`config.mk`:
```
export PLATFORM = sky130hd
export DESIGN_NAME = fifo_wr_arbiter
export DESIGN_NICKNAME = d
export VERILOG_FILES = /design/src/rtl/fifo_wr_arbiter_pkg.sv /design/src/rtl/fifo_wr_arbiter_rr_pick.sv /design/src/rtl/fifo_wr_arbiter.sv
export SDC_FILE = /design/constraint.sdc
export NUM_CORES = 1
export LEC_CHECK = 0
export CAP_MARGIN = 10
export CORE_MARGIN = 8
export CORE_UTILIZATION = 25
export DETAILED_ROUTE_END_ITERATION = 8
export PLACE_DENSITY = 0.68
export SLEW_MARGIN = 0
export SYNTH_ARGS = -nofsm -noshare
export SYNTH_HDL_FRONTEND = slang
export SYNTH_SLANG_ARGS = --single-unit
```
`constraint.sdc`:
```
create_clock -name clk -period 2.6 [get_ports clk]
set_input_delay 0.65 -clock clk [delete_from_list [all_inputs] [get_ports clk]]
set_output_delay 0.65 -clock clk [all_outputs]
set_load 0.005 [all_outputs]
```
`src/rtl/fifo_wr_arbiter_pkg.sv`:
```
// Shared types and defaults for the FIFO write-port arbiter.
// Imported by the arbiter top and its round-robin picker.
package fifo_wr_arbiter_pkg;

  typedef enum logic {
    ST_IDLE  = 1'b0,
    ST_GRANT = 1'b1
  } state_e;

  localparam int NREQ_DEF  = 4;
  localparam int DW_DEF    = 8;
  localparam int BURST_DEF = 4;

endpackage

```
`src/rtl/fifo_wr_arbiter_rr_pick.sv`:
```
// Round-robin picker: first set bit of v after p, wrapping, p last.
// Purely combinational; output is don't-care when v is zero.
module fifo_wr_arbiter_rr_pick #(
  parameter int NREQ = 4
) (
  input  logic [NREQ-1:0]         v,
  input  logic [$clog2(NREQ)-1:0] p,
  output logic [$clog2(NREQ)-1:0] idx
);

  localparam int IW = $clog2(NREQ);

  int         j;
  logic [IW-1:0] jj;

  // Scan farthest first so the nearest hit overwrites.
  always_comb begin
    idx = '0;
    j   = 0;
    jj  = '0;
    for (int k = NREQ; k >= 1; k--) begin
      j  = (int'(p) + k) % NREQ;
      jj = IW'(j);
      if (v[jj]) idx = jj;
    end
  end

endmodule

```
`src/rtl/fifo_wr_arbiter.sv`:
```
// Round-robin write-port arbiter in front of the shared FIFO.
// Grants one producer for up to BURST beats, then rotates.
module fifo_wr_arbiter
  import fifo_wr_arbiter_pkg::*;
#(
  parameter int NREQ       = NREQ_DEF,
  parameter int DATA_WIDTH = DW_DEF,
  parameter int BURST      = BURST_DEF
) (
  input  logic                       clk,
  input  logic                       reset,
  input  logic [NREQ-1:0]            req_valid,
  input  logic [NREQ*DATA_WIDTH-1:0] req_data,
  output logic [NREQ-1:0]            req_ready,
  input  logic                       fifo_full,
  output logic                       fifo_write,
  output logic [DATA_WIDTH-1:0]      fifo_datain,
  output logic [NREQ-1:0]            grant,
  output logic [$clog2(NREQ)-1:0]    grant_id,
  output logic                       busy
);

  localparam int IW = $clog2(NREQ);
  localparam int CW = $clog2(BURST + 1);

  state_e          state_q, state_d;
  logic [NREQ-1:0] grant_q, grant_d;
  logic [IW-1:0]   gid_q, gid_d;
  logic [IW-1:0]   ptr_q, ptr_d;
  logic [CW-1:0]   cnt_q, cnt_d;

  logic [DATA_WIDTH-1:0] data_a [NREQ];
  logic [IW-1:0]   pick, pick_p;
  logic [NREQ-1:0] pick_oh;
  logic            any_v, cur_v, busy_s;
  logic            accept, last_beat, rel;

  for (genvar g = 0; g < NREQ; g++) begin : g_slice
    assign data_a[g] = req_data[g*DATA_WIDTH +: DATA_WIDTH];
  end

  assign any_v     = |req_valid;
  assign busy_s    = (state_q == ST_GRANT);
  assign cur_v     = req_valid[gid_q];
  assign accept    = busy_s & cur_v & ~fifo_full;
  assign last_beat = (cnt_q == CW'(BURST - 1));
  assign rel       = busy_s & (~cur_v | (accept & last_beat));

  // Handoff scans from the holder, so it ranks last.
  assign pick_p = busy_s ? gid_q : ptr_q;

  fifo_wr_arbiter_rr_pick #(
    .NREQ (NREQ)
  ) u_pick (
    .v   (req_valid),
    .p   (pick_p),
    .idx (pick)
  );

  always_comb begin
    pick_oh       = '0;
    pick_oh[pick] = 1'b1;
  end

  always_comb begin
    state_d = state_q;
    grant_d = grant_q;
    gid_d   = gid_q;
    ptr_d   = ptr_q;
    cnt_d   = cnt_q;
    unique case (state_q)
      ST_IDLE: begin
        if (any_v) begin
          state_d = ST_GRANT;
          gid_d   = pick;
          grant_d = pick_oh;
          cnt_d   = '0;
        end
      end
      ST_GRANT: begin
        if (accept) cnt_d = cnt_q + CW'(1);
        if (rel) begin
          ptr_d = gid_q;
          cnt_d = '0;
          if (any_v) begin
            gid_d   = pick;
            grant_d = pick_oh;
          end else begin
            state_d = ST_IDLE;
            grant_d = '0;
          end
        end
      end
    endcase
  end

  always_ff @(posedge clk) begin
    if (reset) begin
      state_q <= ST_IDLE;
      grant_q <= '0;
      gid_q   <= '0;
      ptr_q   <= IW'(NREQ - 1);
      cnt_q   <= '0;
    end else begin
      state_q <= state_d;
      grant_q <= grant_d;
      gid_q   <= gid_d;
      ptr_q   <= ptr_d;
      cnt_q   <= cnt_d;
    end
  end

  always_comb begin
    req_ready = '0;
    if (busy_s && !fifo_full) req_ready[gid_q] = 1'b1;
  end

  assign fifo_write  = accept;
  assign fifo_datain = data_a[gid_q];
  assign grant       = grant_q;
  assign grant_id    = gid_q;
  assign busy        = busy_s;

endmodule
```
==> results of run 1 <==
==> worst paths after layout <==
check	end	cells after the start
max	fifo_write	5
min	grant[0]	1
max reg2reg	grant[1]	6
min reg2reg	grant[0]	1
==> registers in the layout (all words and copies together) (netlist names) <==
register  count
grant_id      2
grant         4
ptr_q         2
busy          1
cnt_q         3
==> routing by layer <==
layer	part of all wire, %	wire, um
met3	11	347
met1	45	1450
met4	0.31	10
met5	0	0
met2	44	1390
==> layout by cell type (no fill, tap or decap), drive strengths merged, types with 2 or more instances in the layout <==
cell / instances
a211o: 3
a21boi: 2
a21oi: 3
a22oi: 2
a32o: 4
and3: 2
and3b: 2
buf: 12
clkbuf: 4
clkdlybuf4s50: 43
dfxtp: 12
dlygate4sd2: 11
dlymetal6s2s: 3
ha: 2
inv: 5
mux2i: 2
mux4: 9
nand2b: 3
nor2: 12
nor2b: 5
nor3: 2
nor3b: 3
o21ai: 2
==> metrics by stage <==
stage	setup slack, ps	power, mW	cells	cell area (um^2)
floorplan	645	0.374	92	943
CTS	-61.5	0.706	206	1660
detailed placement	-258	0.553	203	1630
finish	129	0.693	207	1670
global placement	-230	0.545	203	1630
global route	75.8	0.733	207	1670
==> timing repair <==
action | in CTS | in global routing
pin swaps | 0 | 1
setup endpoints to repair | 12 | 2
resized for setup | 14 | 5
setup buffers | 0 | 1
==> report_power, final <==
group          switching (mW)  total (mW)  internal, mW
clock                  0.0625       0.164         0.102
combinational           0.121       0.316         0.196
sequential             0.0119       0.213         0.201
total                   0.195       0.693         0.498
==> area by class of cell <==
cell class / instances / area (um^2) / area share (%)
clock buffers: 3 / 41.3 / 2.47
well taps: 48 / 60.1 / 3.59
multi-input cells: 69 / 654 / 39.1
inverters: 5 / 18.8 / 1.12
flip-flops and latches: 12 / 240 / 14.3
repair buffers: 70 / 659 / 39.4
==> worst max-delay path, delay by kind of cell <==
kind	cells	cell delay, ps
multiplexers	1	510
buffers and inverters	3	560
AND/OR/NAND/NOR	1	100
==> kinds of logic (layout without fill, tap and decap cells) <==
group | Yosys count | in the layout | share of synthesized area (%)
simple gates | 34 | 34 | 23.9
mux | 12 | 12 | 24.8
fa+ha+maj | 2 | 2 | 2.65
flops | 12 | 12 | 25.5
compound gates | 21 | 21 | 17.5
buf+inv | 11 | 78 | 5.70
==> results_dict.tcl, run 1 <==
set metrics [dict create \
    status "complete, no violations" \
    antenna_found_initial 0 \
    diodes 0 \
    hpwl_mm 2.69 \
    synth_nets 133 \
    clk_latency_ps 240 \
    critical_path_arrival_ps 1820 \
    min_path_type "reg -> reg" \
    p_per_area_mw_per_mm2 414 \
    portBuffers 58 \
    finalHoldWorstSlack_ps 463 \
    fill_cells 358 \
    finalWirelength_mm 3.20 \
    syn_avg_cell_area_um2 10.3 \
    final.period_utilization_pct 95.0 \
    startpoint_type "primary input" \
    r2r_slack_ps 750 \
    final-hold-violation-count 0 \
    rows 22 \
    gp_congestion 0.751 \
    worstHoldStart "grant[0]" \
    synth_area_leader_cell "dfxtp_1" \
    groute.usage.overall_pct 10.1 \
    crit_type "in -> out" \
    clockBufferDepth 2 \
    required_ps 1950 \
    path_cells "clkdlybuf4s50_1, mux4_2, nand2_2, inv_1, clkbuf_2" \
    met1_usage_pct 11.4 \
    ant_nets 0 \
    grt_util_met3_pct 5.53 \
    worstSetupEndpointType "output port" \
    setup-tns-final_ps 0 \
    cts_buffers 3 \
    worstMarginPinSlew_ps 408 \
    synth_cell_types 36 \
    final.min_clock_period_ps 2470 \
    boundaryPins 59 \
    synth_cells 92 \
    fin_util_pct 46.1 \
    first_pass_iters 6 \
    p_leak_nw 0.707 \
    synth_area_um2 943 \
    die_w_um 77.4 \
    skew_ps 2.26 \
    slew_headroom_pct 72.7 \
    yosys.area.top_type_share_pct 25.5 \
    fp.dieArea_mm2 0.00600 \
    critical_path.max_stage_delay_ps 510 \
    cts_root_buf "clkbuf_8" \
    ys_seq_elements 12 \
    cts.clk_slew.worst_paths_ps 50 \
    nNetsFinal 202 \
    synth_top_flop_cell "dfxtp_1" \
    slowest_stage "mux4_2" \
    yosysWarnings 0 \
    cp-startpoint "req_valid[1]" \
    maxCapViolCount 0 \
    grt_max_degree 20 \
    drt_first_iter_violations 30 \
    cts_tree "yes" \
    via_per_inst 5.00 \
    area_growth_pct 77.5 \
    busiest_layer "met2" \
    grtUsageMet2_pct 16.5 \
    synth_area_leaders "dfxtp_1 (25%), mux4_2 (21%), nor2_1 (4.4%)" \
    crit_fanout 2 \
    max_freq_mhz 405 \
    post-synth-top-count-cell "dfxtp_1" \
    route.detailed.drc 0 \
    drive_above_1_share_pct 22.0 \
    synth_edf_count 0 \
    wl_per_cell_um 15.4 \
    cts_hold_buf 0 \
    setup_viol 0 \
    rr_startpoint "grant_id[1]" \
    async_flop_share_pct 0 \
    overflow 0 \
    ir_drop_mv 0.404 \
    core_mm2 0.00363 \
    grt_pass1_wl_mm 5.00 \
    ys_top_cells_by_count "dfxtp_1 (12), nor2_1 (11), mux4_2 (9)" \
    rsz0062_at_grt "false" \
    h-tree-depth 1 \
    die_h_um 77.4 \
    grt_pass1_vias 1028 \
    yosysSeqAreaShare_pct 25.5 \
    start_util_pct 26.0 \
    drv_slew 0 \
    cts_sinks 12 \
    vias 1036 \
]
(Power assumes the default switching activity.)
==> run 2: changes to the inputs <==
--- a/config.mk
+++ b/config.mk
@@ -5,8 +5,8 @@
 export SDC_FILE = /design/constraint.sdc
 export NUM_CORES = 1
 export LEC_CHECK = 0
-export CAP_MARGIN = 10
-export CORE_MARGIN = 8
+export ABC_AREA = 0
+export CAP_MARGIN = 40
 export CORE_UTILIZATION = 25
 export DETAILED_ROUTE_END_ITERATION = 8
 export PLACE_DENSITY = 0.68
==> run 2 against run 1 <==
Against the previous run:
- largest cell class unchanged
- critical path depth stayed put
- critical endpoint unchanged
- via count is 4.1% lower
- sequential power hardly changed
- die area is 33% lower
- combinational power hardly changed
- utilization is 3.3 points higher
- final area is 2.4% higher
- largest power group unchanged
- clock skew is 0.54 ps lower
- first-iteration DRC count is 33% lower
- worst hold slack better by 11 ps
==> results_dict.tcl, run 2 (synthesis results as in run 1) <==
set metrics [dict create \
    via_per_inst 4.78 \
    wl_per_cell_um 13.1 \
    core_mm2 0.00347 \
    crit_top_cell "dlygate4sd2_1" \
    maxCapViolCount 0 \
    grt_util_met3_pct 5.07 \
    max_freq_mhz 407 \
    portBuffers 58 \
    min_path_type "reg -> reg" \
    start_util_pct 27.2 \
    area_growth_pct 81.7 \
    cts_root_buf "clkbuf_8" \
    drv_slew 0 \
    nNetsFinal 204 \
    cts_sinks 12 \
    busiest_layer "met2" \
    worstSetupEndpointType "output port" \
    first_pass_iters 2 \
    antenna_found_initial 0 \
    worstMarginPinSlew_ps 393 \
    drt_first_iter_violations 20 \
    skew_ps 1.72 \
    h-tree-depth 1 \
    cts_hold_buf 0 \
    fin_util_pct 49.4 \
    p_per_area_mw_per_mm2 428 \
    layout_common_cells "clkdlybuf4s50_1 (41), dlygate4sd2_1 (14), buf_4 (14), dfxtp_1 (12), nor2_1 (11)" \
    startpoint_type "primary input" \
    p_leak_nw 0.747 \
    clockBufferDepth 2 \
    drive_above_1_share_pct 24.1 \
    final-hold-violation-count 0 \
    slew_headroom_pct 73.7 \
    cts.clk_slew.worst_paths_ps 50 \
    final.min_clock_period_ps 2460 \
    layout_commonest_cell "clkdlybuf4s50_1" \
    critical_path_arrival_ps 1810 \
    crit_type "in -> out" \
    die_h_um 63.4 \
    rsz0062_at_grt "false" \
    grtUsageMet2_pct 25.7 \
    critical_path.max_stage_delay_ps 520 \
    fill_cells 322 \
    final.period_utilization_pct 94.6 \
    fp.dieArea_mm2 0.00402 \
    status "complete, no violations" \
    r2r_slack_ps 740 \
    die_w_um 63.4 \
    slowest_stage "mux4_2" \
    met1_usage_pct 16.2 \
    vias 994 \
    setup-tns-final_ps 0 \
    hpwl_mm 2.20 \
    required_ps 1950 \
    cts_tree "yes" \
    groute.usage.overall_pct 14.4 \
    finalWirelength_mm 2.73 \
    crit_fanout 2 \
    boundaryPins 59 \
    cts_buffers 3 \
    rows 21 \
    grt_pass1_vias 1017 \
    diodes 0 \
    ant_nets 0 \
    largest_reg_flops 4 \
    grt_pass1_wl_mm 4.60 \
    overflow 0 \
    gp_congestion 0.794 \
    ir_drop_mv 0.270 \
    route.detailed.drc 0 \
    path_cells "dlygate4sd2_1, mux4_2, nand2_2, inv_1, dlygate4sd2_1" \
    clk_latency_ps 240 \
    grt_max_degree 20 \
    setup_viol 0 \
]
-- run 2: cell count changes in the layout (fill, tap and decap cells not counted), sizes merged --
cell	before	now
dlygate4sd2	11	14
buf	12	14
clkdlybuf4s50	43	41
-- run 2: worst max-delay path, delay by kind of cell --
| family | cells | cell delay, ps |
|---|---|---|
| buf+inv | 3 | 530 |
| mux | 1 | 520 |
| simple gates | 1 | 100 |
-- run 2: path summary, 6_finish.rpt --
| path | from | endpoint | depth (start not counted) |
|---|---|---|---|
| max | req_valid[3] | fifo_write | 5 |
| min | grant[2] | grant[2] | 1 |
| min reg2reg | grant[2] | grant[2] | 1 |
| max reg2reg | busy | grant[0] | 6 |
-- run 2: routing by layer --
metal / up-vias / wire length (um)
met1: 449 / 1110
met3: 2 / 269
met5: - / 0
li1: 493 / -
met4: 0 / 17
met2: 50 / 1330
-- run 2: area by class of cell --
| class | instances | area [um^2] | area share, % |
|---|---|---|---|
| Inverter | 5 | 18.8 | 1.09 |
| Clock buffer | 4 | 55.1 | 3.21 |
| Sequential cell | 12 | 240 | 14.0 |
| Timing Repair Buffer | 72 | 676 | 39.4 |
| Tap cell | 46 | 57.6 | 3.36 |
| Multi-Input combinational cell | 69 | 667 | 38.9 |
-- run 2: per-stage QoR --
step,cells,setup WS (ps),hold slack (ps),instance area (um^2),total power [mW]
floorplan,92,645,465,943,0.374
global placement,202,-226,464,1640,0.544
detailed placement,202,-243,464,1640,0.551
CTS,207,-3.25,483,1700,0.741
global route,208,85.7,503,1710,0.778
finish,208,141,474,1710,0.734
-- run 2: where the power goes --
part,switching (mW),total [mW],internal [mW]
Combinational,0.117,0.316,0.199
Sequential,0.0119,0.213,0.201
Clock,0.0713,0.205,0.134
Total,0.200,0.734,0.534
-- run 2: timing repair --
action                     in CTS  in global routing
setup buffers                   1                  1
setup endpoints to repair      11                  3
gates resized for setup        17                  4
gates cloned                    0                  0
pin swaps                       1                  0
==> run 3: changes to the inputs <==
--- a/config.mk
+++ b/config.mk
@@ -10,6 +10,7 @@
 export CORE_UTILIZATION = 25
 export DETAILED_ROUTE_END_ITERATION = 8
 export PLACE_DENSITY = 0.68
+export SETUP_SLACK_MARGIN = 0.15
 export SLEW_MARGIN = 0
 export SYNTH_ARGS = -nofsm -noshare
 export SYNTH_HDL_FRONTEND = slang
==> run 3 against run 2 <==
Against the previous run:
- worst hold slack gained 0.67 ps
- final area down 0.15%
- non-clock buffer count stayed put
- sequential share of layout area barely moved
- critical endpoint is now fifo_datain[6]
- largest cell class unchanged
==> results_dict.tcl, run 3 (synthesis results as in run 1) <==
set metrics [dict create \
    antenna_found_initial 0 \
    drive_above_1_share_pct 24.1 \
    cts_buffers 3 \
    rows 21 \
    gp_congestion 0.794 \
    h-tree-depth 1 \
    setup-tns-final_ps 0 \
    cts.clk_slew.worst_paths_ps 50 \
    wl_met1_mm 1.12 \
    cts_tree "yes" \
    p_per_area_mw_per_mm2 431 \
    setup_viol 0 \
    ant_nets 0 \
    layout_commonest_cell "clkdlybuf4s50_1" \
    drv_slew 0 \
    vias 1009 \
    start_util_pct 27.2 \
    skew_ps 0.769 \
    maxCapViolCount 0 \
    dr_wl_met2_mm 1.31 \
    slowest_stage "mux4_2" \
    status "complete, no violations" \
    worstSetupEndpointType "output port" \
    diodes 0 \
    max_freq_mhz 413 \
    groute.usage.overall_pct 14.6 \
    clk_latency_ps 240 \
    final-hold-violation-count 0 \
    die_w_um 63.4 \
    finalWirelength_mm 2.73 \
    drt_first_iter_violations 19 \
    die_h_um 63.4 \
    cts_root_buf "clkbuf_8" \
    clockBufferDepth 2 \
    p_total_uw 739 \
    startpoint_type "primary input" \
    path_cells "clkdlybuf4s50_1, mux4_2, dlygate4sd2_1" \
    area_growth_pct 81.4 \
    required_ps 1950 \
    finish.instance_area_mm2 0.00171 \
    grt_max_degree 20 \
    ir_drop_mv 0.272 \
    min_path_type "reg -> reg" \
    final.min_clock_period_ps 2420 \
    critical_path.max_stage_delay_ps 450 \
    fin_util_pct 49.4 \
    critical_path_arrival_ps 1770 \
    worstMarginPinSlew_ps 396 \
    wl_per_cell_um 13.1 \
    route.detailed.drc 0 \
    rsz0062_at_grt "false" \
    grt_pass1_wl_mm 4.66 \
    route.top_layer_used "met4" \
    grt_pass1_vias 1031 \
    p_leak_nw 0.697 \
    nNetsFinal 204 \
    core_mm2 0.00347 \
    via_per_inst 4.85 \
    final.period_utilization_pct 93.0 \
    fp.dieArea_mm2 0.00402 \
    cts_hold_buf 0 \
    overflow 0 \
    layout_common_cells "clkdlybuf4s50_1 (41), buf_4 (14), dfxtp_1 (12), nor2_1 (11), dlygate4sd2_1 (10)" \
    crit_fanout 1 \
    wl_met3_um 285 \
    largest_reg_flops 4 \
    placedInstanceArea_mm2 0.00164 \
    slew_headroom_pct 73.5 \
    first_pass_iters 4 \
    boundaryPins 59 \
    hpwl_mm 2.20 \
    crit_type "in -> out" \
    cts_sinks 12 \
    fill_cells 320 \
    portBuffers 58 \
]
-- run 3: cell types whose count changed in the layout (fill, tap and decap cells not counted) --
cell	previous run	this run
clkdlybuf4s15_1	0	7
dlygate4sd2_1	14	10
dlymetal6s2s_1	3	0
-- run 3: cell type report --
type	count	area [um^2]	share of cell area, %
Timing Repair Buffer	72	673	39.3
Sequential cell	12	240	14.0
Tap cell	46	57.6	3.36
Inverter	5	18.8	1.10
Multi-Input combinational cell	69	667	39.0
Clock buffer	4	55.1	3.22
-- run 3: per-stage QoR --
step	std cells	worst slack (ps)	hold slack, ps
after floorplan	92	645	465
after global placement	202	-226	464
after detailed placement	202	-243	464
after CTS	208	157	483
after global routing	208	151	503
final	208	181	474
-- run 3: worst paths after layout --
check              endpoint  cells after the start          from  slack [ps]
max          fifo_datain[6]                      3  req_data[22]         180
min                grant[2]                      1      grant[2]         470
max reg2reg        grant[0]                      6          busy         740
min reg2reg        grant[2]                      1      grant[2]         470
-- run 3: critical path, delay by kind of cell --
family	cells	cell delay, ps
buffers and inverters	2	670
multiplexers	1	450
-- run 3: layer usage --
metal / GRT usage (%) / up-vias
li1: - / 490
met1: 16.5 / 463
met2: 25.8 / 54
met3: 5.07 / 2
met4: 3.41 / 0
met5: 0 / -
-- run 3: repair_timing --
action | 4_1_cts | 5_1_grt
gates resized for setup | 23 | 5
pin swaps | 1 | 1
setup buffers | 2 | 0
setup endpoints to repair | 13 | 6
-- run 3: where the power goes --
| group | switching, mW | total, mW | internal [mW] |
|---|---|---|---|
| Combinational | 0.118 | 0.320 | 0.202 |
| Clock | 0.0718 | 0.206 | 0.134 |
| Sequential | 0.0119 | 0.213 | 0.201 |
